===== config.mk =====
export PLATFORM = sky130hd
export DESIGN_NAME = bcd_counter_display
export DESIGN_NICKNAME = d
export VERILOG_FILES = /design/src/rtl/bcd_counter_display.sv
export SDC_FILE = /design/constraint.sdc
export NUM_CORES = 1
export LEC_CHECK = 0
export ABC_CLOCK_PERIOD_IN_PS = 4700
export CORE_MARGIN = 2
export CORE_UTILIZATION = 50
export CTS_CLUSTER_SIZE = 16
export DETAILED_ROUTE_END_ITERATION = 12
export DONT_BUFFER_PORTS = 1
export GPL_TIMING_DRIVEN = 0
export PLACE_DENSITY = 0.68
export SETUP_SLACK_MARGIN = 0.05
export SLEW_MARGIN = 20
export SYNTH_ARGS = -nofsm -noshare
export SYNTH_HDL_FRONTEND = slang
export SYNTH_SLANG_ARGS = --single-unit
export TNS_END_PERCENT = 10

===== constraint.sdc =====
create_clock -name clk -period 4.7 [get_ports clk]
set_input_delay 0.94 -clock clk [delete_from_list [all_inputs] [get_ports clk]]
set_output_delay 0.94 -clock clk [all_outputs]
set_load 0.01 [all_outputs]

===== src/rtl/bcd_counter_display.sv =====
// N-digit BCD up/down counter with registered active-low seven-segment outputs.
// Optional build macro: BCD_LEADING_ZERO_BLANK_EN blanks leading zero digits
// (digit 0 is always shown). count, wrap and ovf are the same in both builds.
module bcd_counter_display #(
  parameter int unsigned DIGITS = 2
) (
  input  logic                  clk,
  input  logic                  reset,
  input  logic                  inc,
  input  logic                  dec,
  input  logic                  load,
  input  logic [4*DIGITS-1:0]   load_val,
  output logic [4*DIGITS-1:0]   count,
  output logic [7*DIGITS-1:0]   disp,
  output logic                  wrap,
  output logic                  ovf
);

  localparam int unsigned CountW = 4 * DIGITS;
  localparam int unsigned DispW  = 7 * DIGITS;

  logic [CountW-1:0] count_q, count_d;
  logic [DispW-1:0]  disp_q, disp_d;
  logic              wrap_q, wrap_d;
  logic              ovf_q, ovf_d;
  logic              ripple;
  logic [3:0]        ld_digit;
  logic [3:0]        dsp_digit;
`ifdef BCD_LEADING_ZERO_BLANK_EN
  logic              lead_zero;
`endif

  // Active-low {g,f,e,d,c,b,a}; non-BCD codes blank.
  function automatic logic [6:0] seg7(input logic [3:0] d);
    case (d)
      4'd0:    return 7'b1000000;
      4'd1:    return 7'b1111001;
      4'd2:    return 7'b0100100;
      4'd3:    return 7'b0110000;
      4'd4:    return 7'b0011001;
      4'd5:    return 7'b0010010;
      4'd6:    return 7'b0000010;
      4'd7:    return 7'b1111000;
      4'd8:    return 7'b0000000;
      4'd9:    return 7'b0010000;
      default: return 7'b1111111;
    endcase
  endfunction

  // Next count: load > (inc & dec) > inc > dec, per-digit ripple carry/borrow.
  always_comb begin
    count_d  = count_q;
    wrap_d   = 1'b0;
    ovf_d    = ovf_q;
    ripple   = 1'b0;
    ld_digit = 4'd0;
    if (load) begin
      ovf_d = 1'b0;
      for (int k = 0; k < DIGITS; k++) begin
        ld_digit = load_val[4*k +: 4];
        count_d[4*k +: 4] = (ld_digit > 4'd9) ? 4'd9 : ld_digit;
      end
    end else if (inc && dec) begin
      // Conflicting requests cancel; hold.
      count_d = count_q;
    end else if (inc) begin
      ripple = 1'b1;
      for (int k = 0; k < DIGITS; k++) begin
        if (ripple) begin
          if (count_q[4*k +: 4] == 4'd9) begin
            count_d[4*k +: 4] = 4'd0;
          end else begin
            count_d[4*k +: 4] = count_q[4*k +: 4] + 4'd1;
            ripple = 1'b0;
          end
        end
      end
      // Carry out of the top digit means all-9s rolled to zero.
      if (ripple) begin
        wrap_d = 1'b1;
        ovf_d  = 1'b1;
      end
    end else if (dec) begin
      ripple = 1'b1;
      for (int k = 0; k < DIGITS; k++) begin
        if (ripple) begin
          if (count_q[4*k +: 4] == 4'd0) begin
            count_d[4*k +: 4] = 4'd9;
          end else begin
            count_d[4*k +: 4] = count_q[4*k +: 4] - 4'd1;
            ripple = 1'b0;
          end
        end
      end
      if (ripple) begin
        wrap_d = 1'b1;
        ovf_d  = 1'b1;
      end
    end
  end

  // Decode the registered count; walks from the top digit to track leading zeros.
  always_comb begin
    disp_d    = '0;
    dsp_digit = 4'd0;
`ifdef BCD_LEADING_ZERO_BLANK_EN
    lead_zero = 1'b1;
`endif
    for (int k = DIGITS - 1; k >= 0; k--) begin
      dsp_digit = count_q[4*k +: 4];
      disp_d[7*k +: 7] = seg7(dsp_digit);
`ifdef BCD_LEADING_ZERO_BLANK_EN
      if ((k != 0) && lead_zero && (dsp_digit == 4'd0)) begin
        disp_d[7*k +: 7] = 7'b1111111;
      end
      lead_zero = lead_zero & (dsp_digit == 4'd0);
`endif
    end
  end

  // Counter, wrap pulse and sticky overflow state.
  always_ff @(posedge clk or posedge reset) begin
    if (reset) begin
      count_q <= '0;
      wrap_q  <= 1'b0;
      ovf_q   <= 1'b0;
    end else begin
      count_q <= count_d;
      wrap_q  <= wrap_d;
      ovf_q   <= ovf_d;
    end
  end

  // Display register; lags count by one cycle.
  always_ff @(posedge clk or posedge reset) begin
    if (reset) begin
      for (int k = 0; k < DIGITS; k++) begin
`ifdef BCD_LEADING_ZERO_BLANK_EN
        disp_q[7*k +: 7] <= (k == 0) ? 7'b1000000 : 7'b1111111;
`else
        disp_q[7*k +: 7] <= 7'b1000000;
`endif
      end
    end else begin
      disp_q <= disp_d;
    end
  end

  assign count = count_q;
  assign disp  = disp_q;
  assign wrap  = wrap_q;
  assign ovf   = ovf_q;

endmodule


Word level (Yosys, flattened, before mapping)
Memory sizes are Yosys's and may differ from the RTL's. A register that Yosys moved wholly into a read port is not among the register bits.
Cells that the tools add are included.
{"block": "word_totals", "ramBits": 0, "out_inout_bits": 24, "latch_bits": 0, "n_memories": 2, "elab_cells": 70, "register_bits": 10, "rom_bits": 224, "input_bits": 13}
{"block": "classes", "addsub": 4, "n_shift": 0, "n_lt_le_gt_ge": 2, "bitwise": 0, "multipliers": 0, "n_mux": 44, "eq_ne": 5, "reduce_logical": 9, "div_mod_pow": 0}
{"name": "(name not given)", "words": 16, "word_bits": 7, "rd": 1, "rd_ports_with_merged_regs": 1, "wr": 0, "line_no": "35", "source": "case (d)"}
{"name": "(name not given)", "words": 16, "word_bits": 7, "rd": 1, "rd_ports_with_merged_regs": 1, "wr": 0, "line_no": "35"}
{"op": "2-to-1 mux 1 bit", "n": 32}
{"op": "2-to-1 mux 4 bit", "n": 8}
{"op": "2-to-1 mux 8 bit", "n": 4}
{"op": "nonzero test 3 bit", "n": 3}
{"op": "adder 4 x 1 -> 4 bit, second input constant", "n": 2}
{"op": "== test 4 bit, second input constant", "n": 2}
{"op": "> comparator 4 bit, second input constant", "n": 2}
{"op": "logical NOT 4 bit", "n": 2}
{"op": "AND reduction 4 bit", "n": 2}
{"op": "subtractor 4 x 1 -> 4 bit, second input constant", "n": 2}
{"op": "inequality test 3 x 1 -> 1 bit, second input constant", "n": 2}
{"op": "inequality test 2 bit, second input constant", "n": 1}
{"op": "AND reduction 2 bit", "n": 1}
{"op": "logical AND 1 bit", "n": 1}

Longest topological paths before layout
Gate-level depths: netlist (run 1).
{"block": "logic_depth", "ltp_word": 16, "mapped_depth": 7, "ltp_nobuf": 6}

Least setup slack after synthesis (run 1)
No wires, ideal clock.
{"block": "synth_timing", "path_kind": "input to register", "start": "input port inc", "end": "register count_q[6] (netlist: count[6])", "cell_stages": 4, "arrival_time_ns": 1.856, "setup_time_ns": 0.101, "path_buffers": 1, "required_ns": 4.599, "path_slack_ns": 2.743, "path_cell_list": "buf_2 > or3_1 > o221a_2 > o32ai_1"}
{"block": "synth_via", "elab_chain_cells": 3, "word_cells_on_any_way": 9, "classes_between": "2 x eq/ne; 3 x mux; 4 x reduce/logical"}
{"item": "start, declared", "line_no": "9", "source": "input logic inc,"}
{"item": "logical AND 1 bit / 2-to-1 mux 8 bit (equally long branches)", "line_no": "63, 66"}
{"item": "inequality test 2 bit (no source line) / 2-to-1 mux 8 bit (equally long branches)"}
{"item": "AND reduction 4 bit (no source line) / 2-to-1 mux 8 bit (equally long branches)"}
{"item": "end signal, assigned", "line_no": "128", "source": "count_q <= count_d;"}
{"item": "end, declared", "line_no": "22", "source": "logic [CountW-1:0] count_q, count_d;"}
Several ways; a longest one is shown, not always the timed one. The select of a mux whose other input is x is not followed.
A chain may end at the register's enable or synchronous reset.

Worst setup path after layout (run 1)
{"block": "layout_timing", "start": "register count_q[4] (netlist: count[4])", "end": "register count_q[6] (netlist: count[6])"}
{"block": "layout_via", "elab_chain_cells": 7, "word_cells_on_any_way": 12, "classes_between": "2 x add/sub; 1 x eq/ne; 8 x mux; 1 x reduce/logical"}
{"item": "subtractor 4 x 1 -> 4 bit / logical NOT 4 bit (equally long branches)", "line_no": "90, 87"}
{"item": "2-to-1 mux 4 bit", "line_no": "87", "source": "if (count_q[4*k +: 4] == 4'd0) begin"}
{"item": "2-to-1 mux 4 bit", "line_no": "86", "source": "if (ripple) begin"}
{"item": "2-to-1 mux 8 bit", "line_no": "83", "source": "end else if (dec) begin"}
{"item": "2-to-1 mux 8 bit *", "line_no": "66", "source": "end else if (inc) begin"}
{"item": "2-to-1 mux 8 bit *", "line_no": "63", "source": "end else if (inc && dec) begin"}
{"item": "2-to-1 mux 8 bit *", "line_no": "57", "source": "if (load) begin"}
Every way passes the cells marked *; elsewhere a longest branch is shown, timed or not. The select of a mux whose other input is x is not followed.

==> results of run 1 <==
state kept, by name (all words and copies together) (netlist names):
signal and flops:
ovf 1, disp 14, count 8, wrap 1
cell usage in the layout, fill, tap and decap left out, types with 3 or more instances in the layout:
cell type	Yosys	routed
a21oi_1	18	18
a311oi_1	3	3
a31oi_1	5	5
clkbuf_1	3	3
clkbuf_4	0	3
dfrtp_1	22	22
ha_1	12	12
inv_1	10	10
nand2_1	13	13
nand2b_1	4	4
nor2_1	22	22
nor2b_1	4	4
o21ai_0	11	11
path summary, 6_finish.rpt:
kind / cells after the start / to / slack (ns) / start
worst max-delay path: 7 / count[6] / 2.56 / count[4]
worst min-delay path: 2 / ovf / 0.60 / ovf
worst max register to register: 7 / count[6] / 2.56 / count[4]
worst min register to register: 2 / ovf / 0.60 / ovf
max in group asynchronous: 1 / count[0] / 3.48 / reset
min in group asynchronous: 1 / disp[12] / 0.69 / reset
area by class of cell:
| class | count | area, µm² |
|---|---|---|
| Tap cell | 33 | 41.3 |
| Buffer | 8 | 51.3 |
| Fill cell | 286 | 1390 |
| Sequential cell | 24 | 603 |
| Multi-Input combinational cell | 129 | 826 |
| Inverter | 12 | 45.0 |
| Clock buffer | 3 | 22.5 |
routing by layer:
| layer | up-vias | wire length [µm] | GRT usage, % |
|---|---|---|---|
| met5 | - | 0 | 0 |
| met3 | 4 | 338 | 4.59 |
| met2 | 89 | 1590 | 31.4 |
| li1 | 627 | - | - |
| met1 | 640 | 1570 | 29.5 |
| met4 | 0 | 27 | 5.52 |
worst reg2reg max path, cell delays in order, from the launching register on:
cell      delay [ns]
dfrtp_1         0.47
clkbuf_2        0.24
inv_1           0.11
ha_1            0.27
nor3b_1         0.17
or3_1           0.38
o221a_2         0.29
o32ai_1         0.13
power breakdown:
| part | leakage [nW] | internal (mW) | switching, mW |
|---|---|---|---|
| Combinational | 0.378 | 0.0923 | 0.146 |
| Clock | 0.0138 | 0.0299 | 0.0590 |
| Sequential | 0.286 | 0.272 | 0.0795 |
per-stage QoR:
step                      power (mW)  setup WS, ns
after floorplan                0.527          2.74
after global placement         0.579          2.67
after detailed placement       0.590          2.61
after CTS                      0.678          2.58
after global routing           0.729          2.45
final                          0.679          2.56
cells by family (layout without fill, tap and decap cells):
kind of cell	Yosys count	after routing	synth area share, %
AND/OR/NAND/NOR	59	59	19.0
AO/OA/AOI/OAI	54	54	22.8
flip-flops	24	24	39.5
buffers and inverters	20	23	6.32
adder cells (fa/ha/maj)	12	12	9.84
XOR/XNOR	3	3	1.72
multiplexers	1	1	0.738
==> results.ini, run 1 <==
[drt]
ant_nets=0
firstDrtPassIters=4
drt_iter0_drc=133
wire_per_inst_um=16.9
post-route-drc-count=0
routed-via-count=1360
routed_wl_um=3520
viasPerCell=6.51

[setup_path]
crit_arrival_ns=2.35
critPathTopFamily=simple AND/OR/NAND/NOR gates
worstPathMaxFanout=8
crit_path_max_incr_delay_ns=0.47
slowest_stage=dfrtp_1
critPathKind=reg2reg
cp-start-kind=flop
required_ns=4.91
cp-end-kind=flop
critPathBufInv=2
path_cells=clkbuf_2 > inv_1 > ha_1 > nor3b_1 > or3_1 > o221a_2 > o32ai_1

[timing]
fmax_mhz=467
finalHoldWorstSlack_ns=0.599
setup_violations=0
hold_viol_final=0
fin_skew_ns=0.00512
rsz0062_at_grt=no
drv_slew=0
worst_pin_slew_ns=0.866
finalSetupTns_ns=0
finalCriticalPeriod_ns=2.14
min_period_over_period_pct=45.5
relSlewSlack_pct=42.2

[global_routing]
grt_start_max_net_pins=25
antenna_found_initial=0
grt_pass1_vias=1207
grt_remaining_overflow=0
grt_pass1_wl_um=5550
grt_usage_pct=20.6

[yosys]
synthTopCellsByArea=dfrtp_1 (36%), ha_1 (9.8%), a21oi_1 (5.9%), nor2_1 (5.4%), o21ai_0 (3.6%)
synth_top_area_share_pct=36.1
ys_warn_count=0
netlist_instances=173
ys_types=49
syn_avg_cell_area_um2=8.82
ys_async_sr_fraction_pct=100
synth_fp_nets=198
synth.cell_area_um2=1530
synthTopCellsByCount=dfrtp_1 (22), nor2_1 (22), a21oi_1 (18), nand2_1 (13), ha_1 (12)
synth_top_cell_by_area=dfrtp_1
synth_edf_count=0
ys_ff_latch=24
ys_seq_area_share_pct=39.5
synthFlopType=dfrtp_1

[place]
post_dp_cell_area_um2=1570
placed_cells=206
globalplace.congestion=0.866
dp_hpwl_um=2590
port-buffer-count=0

[final_layout]
fin_nets=203
post-route-util_pct=53.4
finalInstanceArea_um2=1590
antennaDiodeCount=0
stdcell_count=209
syn_to_final_growth_pct=4.18
layout-drive-gt1-share_pct=10.2

[cts]
worstSkewPairLatency_ns=0.31
path_clk_slew_ns=0.13
cts_buffers=3
cts-root-buf=clkbuf_4
hold_buffers=0
cts_setup_buffers=0
cts_sinks=24
htreeDepth=1
tritoncts=yes
clock_path_buffers=2
cts_resized=0

[floorplan]
start_util_pct=51.2
dieArea_um2=3510
rows=20
core_area_um2=2980
die_x_um=59.2
die_h_um=59.2
io_pins=37

[flow_run]
drv_cap=0

[power_and_ir_drop]
powerDensity_nw_per_um2=427
p_leak_nw=0.678
ir_drop_mv=0.237

[outcome]
status=finished clean

[min_path]
hp-class=reg2reg

No activity file was read; power rests on OpenSTA's default activity.
==> run 2, diff against run 1 <==
Settings changed: ABC_CLOCK_PERIOD_IN_PS 4700 to 2200.
Clock period 4.7 ns to 2.2 ns, I/O delays scaled along.
==> run 2 against run 1 <==
Wire length about the same. Design area up 0.47%. Critical path depth unchanged. Non-clock buffer count unchanged. Sequential share of layout area down 0.10 points. Core utilization up 0.25 points. Worst hold slack worse by 0.41 ns.
==> results.ini, run 2 (synthesized netlist as in run 1, its figures left out) <==
[outcome]
status=finished clean

[floorplan]
core_area_um2=2980
rows=20
start_util_pct=51.2
io_pins=37
die_h_um=59.2
dieArea_um2=3510
die_x_um=59.2

[final_layout]
largest_register_ffs=14
stdcell_count=209
antennaDiodeCount=0
final_common_cell=nor2_1
post-route-util_pct=53.6
layout-drive-gt1-share_pct=11.9
final_cell_mix=nor2_1 (22), dfrtp_1 (21), a21oi_1 (17)
fin_nets=203
syn_to_final_growth_pct=4.68

[place]
dp_hpwl_um=2590
placed_cells=206
port-buffer-count=0
globalplace.congestion=0.866

[cts]
cts_buffers=3
worstSkewPairLatency_ns=0.30
cts-root-buf=clkbuf_4
hold_buffers=0
cts_setup_buffers=0
tritoncts=yes
path_clk_slew_ns=0.13
htreeDepth=1
clock_path_buffers=2
cts_sinks=24

[timing]
drv_slew=0
worst_pin_slew_ns=0.862
finalCriticalPeriod_ns=2.09
finalSetupTns_ns=0
finalHoldWorstSlack_ns=0.186
fmax_mhz=478
setup_violations=0
hold_viol_final=0
rsz0062_at_grt=yes
fin_skew_ns=0.00413
relSlewSlack_pct=42.5
min_period_over_period_pct=95.1

[power_and_ir_drop]
p_total_mw=1.45
ir_drop_mv=0.507
powerDensity_nw_per_um2=911
p_leak_nw=0.676

[drt]
drt_iter0_drc=127
post-route-drc-count=0
wire_per_inst_um=16.9
firstDrtPassIters=5
viasPerCell=6.56
ant_nets=0
routed-via-count=1371
routed_wl_um=3530

[setup_path]
cp-end-kind=flop
r2r_start=count[4]
r2r_setup_slack_ns=0.11
cp-start-kind=flop
crit_arrival_ns=2.30
required_ns=2.41
r2r-end=count[6]
ff2ff_path_depth=7
critPathKind=reg2reg
worstPathMaxFanout=8

[global_routing]
grt_remaining_overflow=0
grt_start_max_net_pins=25
grt_usage_pct=20.6
antenna_found_initial=0
grt_pass1_vias=1207
grt_pass1_wl_um=5550

[min_path]
hp-class=in2async

[flow_run]
drv_cap=0

-- run 2: changes by cell type in the layout (fill, tap and decap cells not counted) --
cell	previous run	this run
ha_2	0	1
dfrtp_1	22	21
a21oi_1	18	17
a21oi_2	0	1
dfrtp_2	0	1
ha_1	12	11
-- run 2: layout make-up --
class                      instances  area [µm²]
sequential                        24         604
inverter                          12        45.0
tap                               33        41.3
multi-input combinational        129         832
clock buffer                       3        22.5
buffer                             8        51.3
fill                             284        1380
-- run 2: worst max-delay path by stage --
stage	startpoint	to	slack (ns)	cells past startpoint
finish	count[4]	count[6]	0.11	7
detailed placement	count[4]	count[6]	0.11	7
floorplan	count[4]	count[6]	0.34	7
CTS	count[4]	count[6]	0.08	7
global route	count[4]	count[6]	0.04	7
global placement	count[1]	count[7]	0.17	6
-- run 2: stage by stage --
stage,setup slack [ns],cell area (µm²)
2_1_floorplan,0.343,1530
4_1_cts,0.0774,1590
5_1_grt,0.0393,1600
3_5_place_dp,0.108,1570
6_report,0.107,1600
3_3_place_gp,0.167,1570
-- run 2: worst max-delay path, cell delays in order (launching register included) --
cell and delay (ns):
dfrtp_2 0.44, clkbuf_2 0.22, inv_1 0.10, ha_1 0.27, nor3b_1 0.17, or3_1 0.38, o221a_2 0.29, o32ai_1 0.13
-- run 2: power breakdown --
part	internal, mW	total (mW)	leakage, nW	switching [mW]
Sequential	0.582	0.752	0.285	0.170
Clock	0.0638	0.189	0.0138	0.125
Combinational	0.199	0.513	0.377	0.314
-- run 2: timing repair --
item / in CTS / in global routing
setup endpoints to repair: 0 / 3
endpoints found under the hold margin: 0 / 0
resized for setup: 0 / 3
-- run 2: layer usage --
layer	up-vias	GRT usage (%)	routed length, µm
met5	-	0	0
met4	0	5.52	50
met3	13	4.59	341
met2	88	31.4	1590
met1	642	29.5	1540
li1	628	-	-
==> RTL edit 1 (flow settings as in run 1) <==
Reset style: synchronous (`reset`), changed in 2 clocked blocks.
--- a/src/rtl/bcd_counter_display.sv
+++ b/src/rtl/bcd_counter_display.sv
@@ -120,5 +120,5 @@
 
   // Counter, wrap pulse and sticky overflow state.
-  always_ff @(posedge clk or posedge reset) begin
+  always_ff @(posedge clk) begin
     if (reset) begin
       count_q <= '0;
@@ -133,5 +133,5 @@
 
   // Display register; lags count by one cycle.
-  always_ff @(posedge clk or posedge reset) begin
+  always_ff @(posedge clk) begin
     if (reset) begin
       for (int k = 0; k < DIGITS; k++) begin
Formal check against the unedited RTL: differs if reset is asserted again (counterexample within 4 cycles, from zero or initial values and one cycle with reset high); with reset held inactive, the same outputs for 10 cycles.
==> RTL edit 1 against run 1 <==
- wire length is 8.0% lower
- combinational power is 47% lower
- count of clock-buffer cells in the layout unchanged
- sequential cell count did not move
- area after synthesis is 5.9% lower
- worst setup slack gained 0.030 ns
- design area is 3.9% lower
- first-iteration DRC count is 57% lower
- via count shrank 5.3%
- critical path depth decreased by 1
- sequential share of layout area shrank 6.5 points
- power decreased by 22%
- critical path type unchanged
- largest cell class unchanged
- highest routed layer unchanged
==> RTL edit 1: results <==
{
  "status": "completed",
  "finalNonFillerCells": 213,
  "antenna_cells": 0,
  "clockBufferDepth": 2,
  "synth_area_leaders": "dfxtp_1, ha_1, a21oi_1",
  "ff2ff_path_depth": 6,
  "timing.critical_path.from": "count[0]",
  "power_leakage_nw": 0.6182,
  "cts_setup_buffers": 0,
  "fin_skew_ns": 0.008216,
  "clkTransAtPathRegs_ns": 0.14,
  "drt-initial-drc-count": 57,
  "crit_end": "count[4]",
  "cts.repair.resized": 0,
  "dp_hpwl_um": 2465,
  "synthesis.nets": 203,
  "grt_pass1_wl_um": 5471,
  "synth_ff_type": "dfxtp_1",
  "drive_above_1_share_pct": 6.044,
  "hold-worst-slack_ns": 0.5501,
  "placed_cell_area_sq_um": 1474,
  "antenna_found_initial": 0,
  "hold_class": "flop to flop",
  "place_congestion": 0.9049,
  "synthTopCellsByCount": "dfxtp_1, a21oi_1, nor2_1, nand2_1, ha_1",
  "drt-total-wl_um": 3241,
  "yosysWarnings": 0,
  "cts_buffers": 3,
  "clkLatencyLatePin_ns": 0.31,
  "synth-async-reset-ratio_pct": 0,
  "port_buffers": 0,
  "post_synth.cell_area_avg_sq_um": 8.063,
  "drv_cap": 0,
  "root_buffer": "clkbuf_4",
  "globalRouteTotalUtil_pct": 21.05,
  "ys_seq_area_share_pct": 33.48,
  "min_from": "ovf",
  "viasPerCell": 6.047,
  "grt_max_degree": 15,
  "maxSlewHeadroom_pct": 63.06,
  "reg2reg_slack_ns": 2.59,
  "yosysUniqueCellTypes": 46,
  "cts-htree-levels": 1,
  "largest_reg_flops": 14,
  "cp_max_fo": 8,
  "grt_pass1_vias": 1265,
  "arrival_ns": 2.37,
  "vdd_drop_max_uv": 228.5
}
-- RTL edit 1: cell count changes after synthesis, sizes merged, moves of 3 or more --
cell,run 1,this run
dfxtp,0,24
dfrtp,22,0
nor2,22,18
a31oi,5,2
clkbuf,4,7
nand3b,0,3
-- RTL edit 1: power by group --
part	leakage, nW	switching [mW]	internal [mW]
Combinational	0.392	0.0719	0.0530
Clock	0.0279	0.0631	0.0861
Sequential	0.198	0.0293	0.225
Total	0.618	0.164	0.364
-- RTL edit 1: worst min-delay path by stage --
| stage | end | depth (start not counted) |
|---|---|---|
| 4_1_cts | ovf | 1 |
| 3_3_place_gp | ovf | 1 |
| 5_1_grt | ovf | 1 |
| 2_1_floorplan | ovf | 1 |
| 6_report | ovf | 1 |
| 3_5_place_dp | ovf | 1 |
-- RTL edit 1: layout make-up --
type	count	area, sq um
Clock inverter	1	30.03
Multi-Input combinational cell	133	870.8
Tap cell	31	38.79
Clock buffer	3	22.52
Inverter	12	45.04
Fill cell	267	1207
Buffer	9	38.79
Sequential cell	24	480.5
-- RTL edit 1: worst max-delay path: stages, from the launching register on --
cell and delay [ns]:
dfxtp_1 0.55, inv_1 0.20, ha_1 0.28, nor3b_2 0.19
a221o_1 0.48, or2_0 0.24, a21oi_1 0.11
-- RTL edit 1: metrics by stage --
step	total power, mW	utilization (%)	setup WS [ns]
detailed placement	0.3826	53.91	2.638
global placement	0.3788	53.91	2.659
floorplan	0.3527	-	2.809
global route	0.5608	55.84	2.495
finish	0.5281	55.84	2.589
CTS	0.5307	55.84	2.607
-- RTL edit 1: logic make-up (layout without fill, tap and decap cells) --
logic type               Yosys count  count (layout)  synth area share, %
AO/OA/AOI/OAI                     56              56                25.20
XOR/XNOR                           3               3                1.831
adder cells (fa/ha/maj)           12              12                10.46
buffers and inverters             21              25                5.841
flip-flops                        24              24                33.48
multiplexers                       3               3                2.267
AND/OR/NAND/NOR                   59              59                20.92
-- RTL edit 1: routing by layer --
layer	vias to the layer above	wire length [um]	track usage (%)
met4	0	46	11.30
met5	-	0	0
met2	41	1593	35.55
met3	6	168	3.628
met1	604	1433	25.28
li1	637	-	-
==> RTL edit 2 (config.mk and constraints of run 1) <==
Without the edit above. Set the parameter `DIGITS` to 1 (it was 2).
--- a/src/rtl/bcd_counter_display.sv
+++ b/src/rtl/bcd_counter_display.sv
@@ -3,5 +3,5 @@
 // (digit 0 is always shown). count, wrap and ovf are the same in both builds.
 module bcd_counter_display #(
-  parameter int unsigned DIGITS = 2
+  parameter int unsigned DIGITS = 1
 ) (
   input  logic                  clk,
Ports: changed (resized count, disp and load_val); port bits go from 37 to 22. No check against the original RTL was run, so the function may have changed too.
==> RTL edit 2 against run 1 <==
- synthesized cell count down 49%
- worst setup slack better by 0.19 ns
- highest routed layer unchanged
- wire length down 54%
- area after synthesis down 47%
- critical path type unchanged
- design area down 47%
- sequential cell count down 11
- power down 50%
- non-clock buffer count down 4
- clock power down 27%
- largest power group unchanged
- worst hold slack worse by 0.046 ns
- via count down 52%
==> RTL edit 2: results <==
{
  "buffer_area_share_pct": 2.651,
  "combPwrFrac_pct": 29.4,
  "dp_hpwl_um": 1227,
  "drt-initial-drc-count": 23,
  "placed_cell_area_sq_um": 823.3,
  "multi_input_area_share_pct": 51.69,
  "vdd_drop_max_uv": 158.1,
  "drt-total-wl_um": 1625,
  "p_seq_share_pct": 51.7,
  "sh_seq_area_pct": 38.44,
  "ys_seq_area_share_pct": 40.65,
  "power_leakage_nw": 0.3723,
  "globalRouteTotalUtil_pct": 19.39,
  "ff2ff_path_depth": 6,
  "grt_use_met3_pct": 3.673,
  "hold_class": "input port to async pin",
  "synth_mux_area_share_pct": 1.246,
  "gr-usage-met1_pct": 25.91,
  "fin_skew_ns": 0.001382,
  "yosysUniqueCellTypes": 34,
  "synth-adder-area-share_pct": 9.346,
  "finalNonFillerCells": 109,
  "synth_area_leaders": "dfrtp_1, ha_1, a21oi_1",
  "multi_input_gates": 68,
  "non_clock_buffer_count": 4,
  "synthesis.nets": 104,
  "synthTopCellsByCount": "dfrtp_1, nor2_1, a21oi_1, nand2_1, ha_1",
  "maxSlewHeadroom_pct": 69.67,
  "largest_reg_flops": 7,
  "place_congestion": 0.9186,
  "drive_above_1_share_pct": 9.677,
  "nNonClkInverters": 4,
  "status": "completed"
}
RTL edit 2: changes by cell type in the layout (fill, tap and decap cells not counted), sizes merged, moves of 3 or more:
cell and change:
nor2 -12, o21ai -6, a31oi -3, a21oi -10, nand2 -5, dfrtp -10, buf -3, ha -6
inv -7, a311oi -3
RTL edit 2: final timing paths:
check | from | endpoint | slack [ns]
max | count[0] | count[0] | 2.75
min | reset | disp[1] | 0.55
max reg2reg | count[0] | count[0] | 2.75
min reg2reg | ovf | ovf | 0.58
max in group asynchronous | reset | disp[6] | 3.81
min in group clk | ovf | ovf | 0.58
RTL edit 2: critical path: stages, from the launching register on:
cell and delay (ns):
dfrtp_1 0.52, inv_1 0.20, ha_1 0.26, or3b_2 0.50, a21oi_1 0.13, o21ai_0 0.09
o21ai_0 0.16
RTL edit 2: metal layers:
layer | share of wire [%] | vias to the layer above
met3 | 6.6 | 5
met5 | 0 | -
met2 | 46 | 30
met1 | 45 | 296
li1 | - | 322
met4 | 2.4 | 0
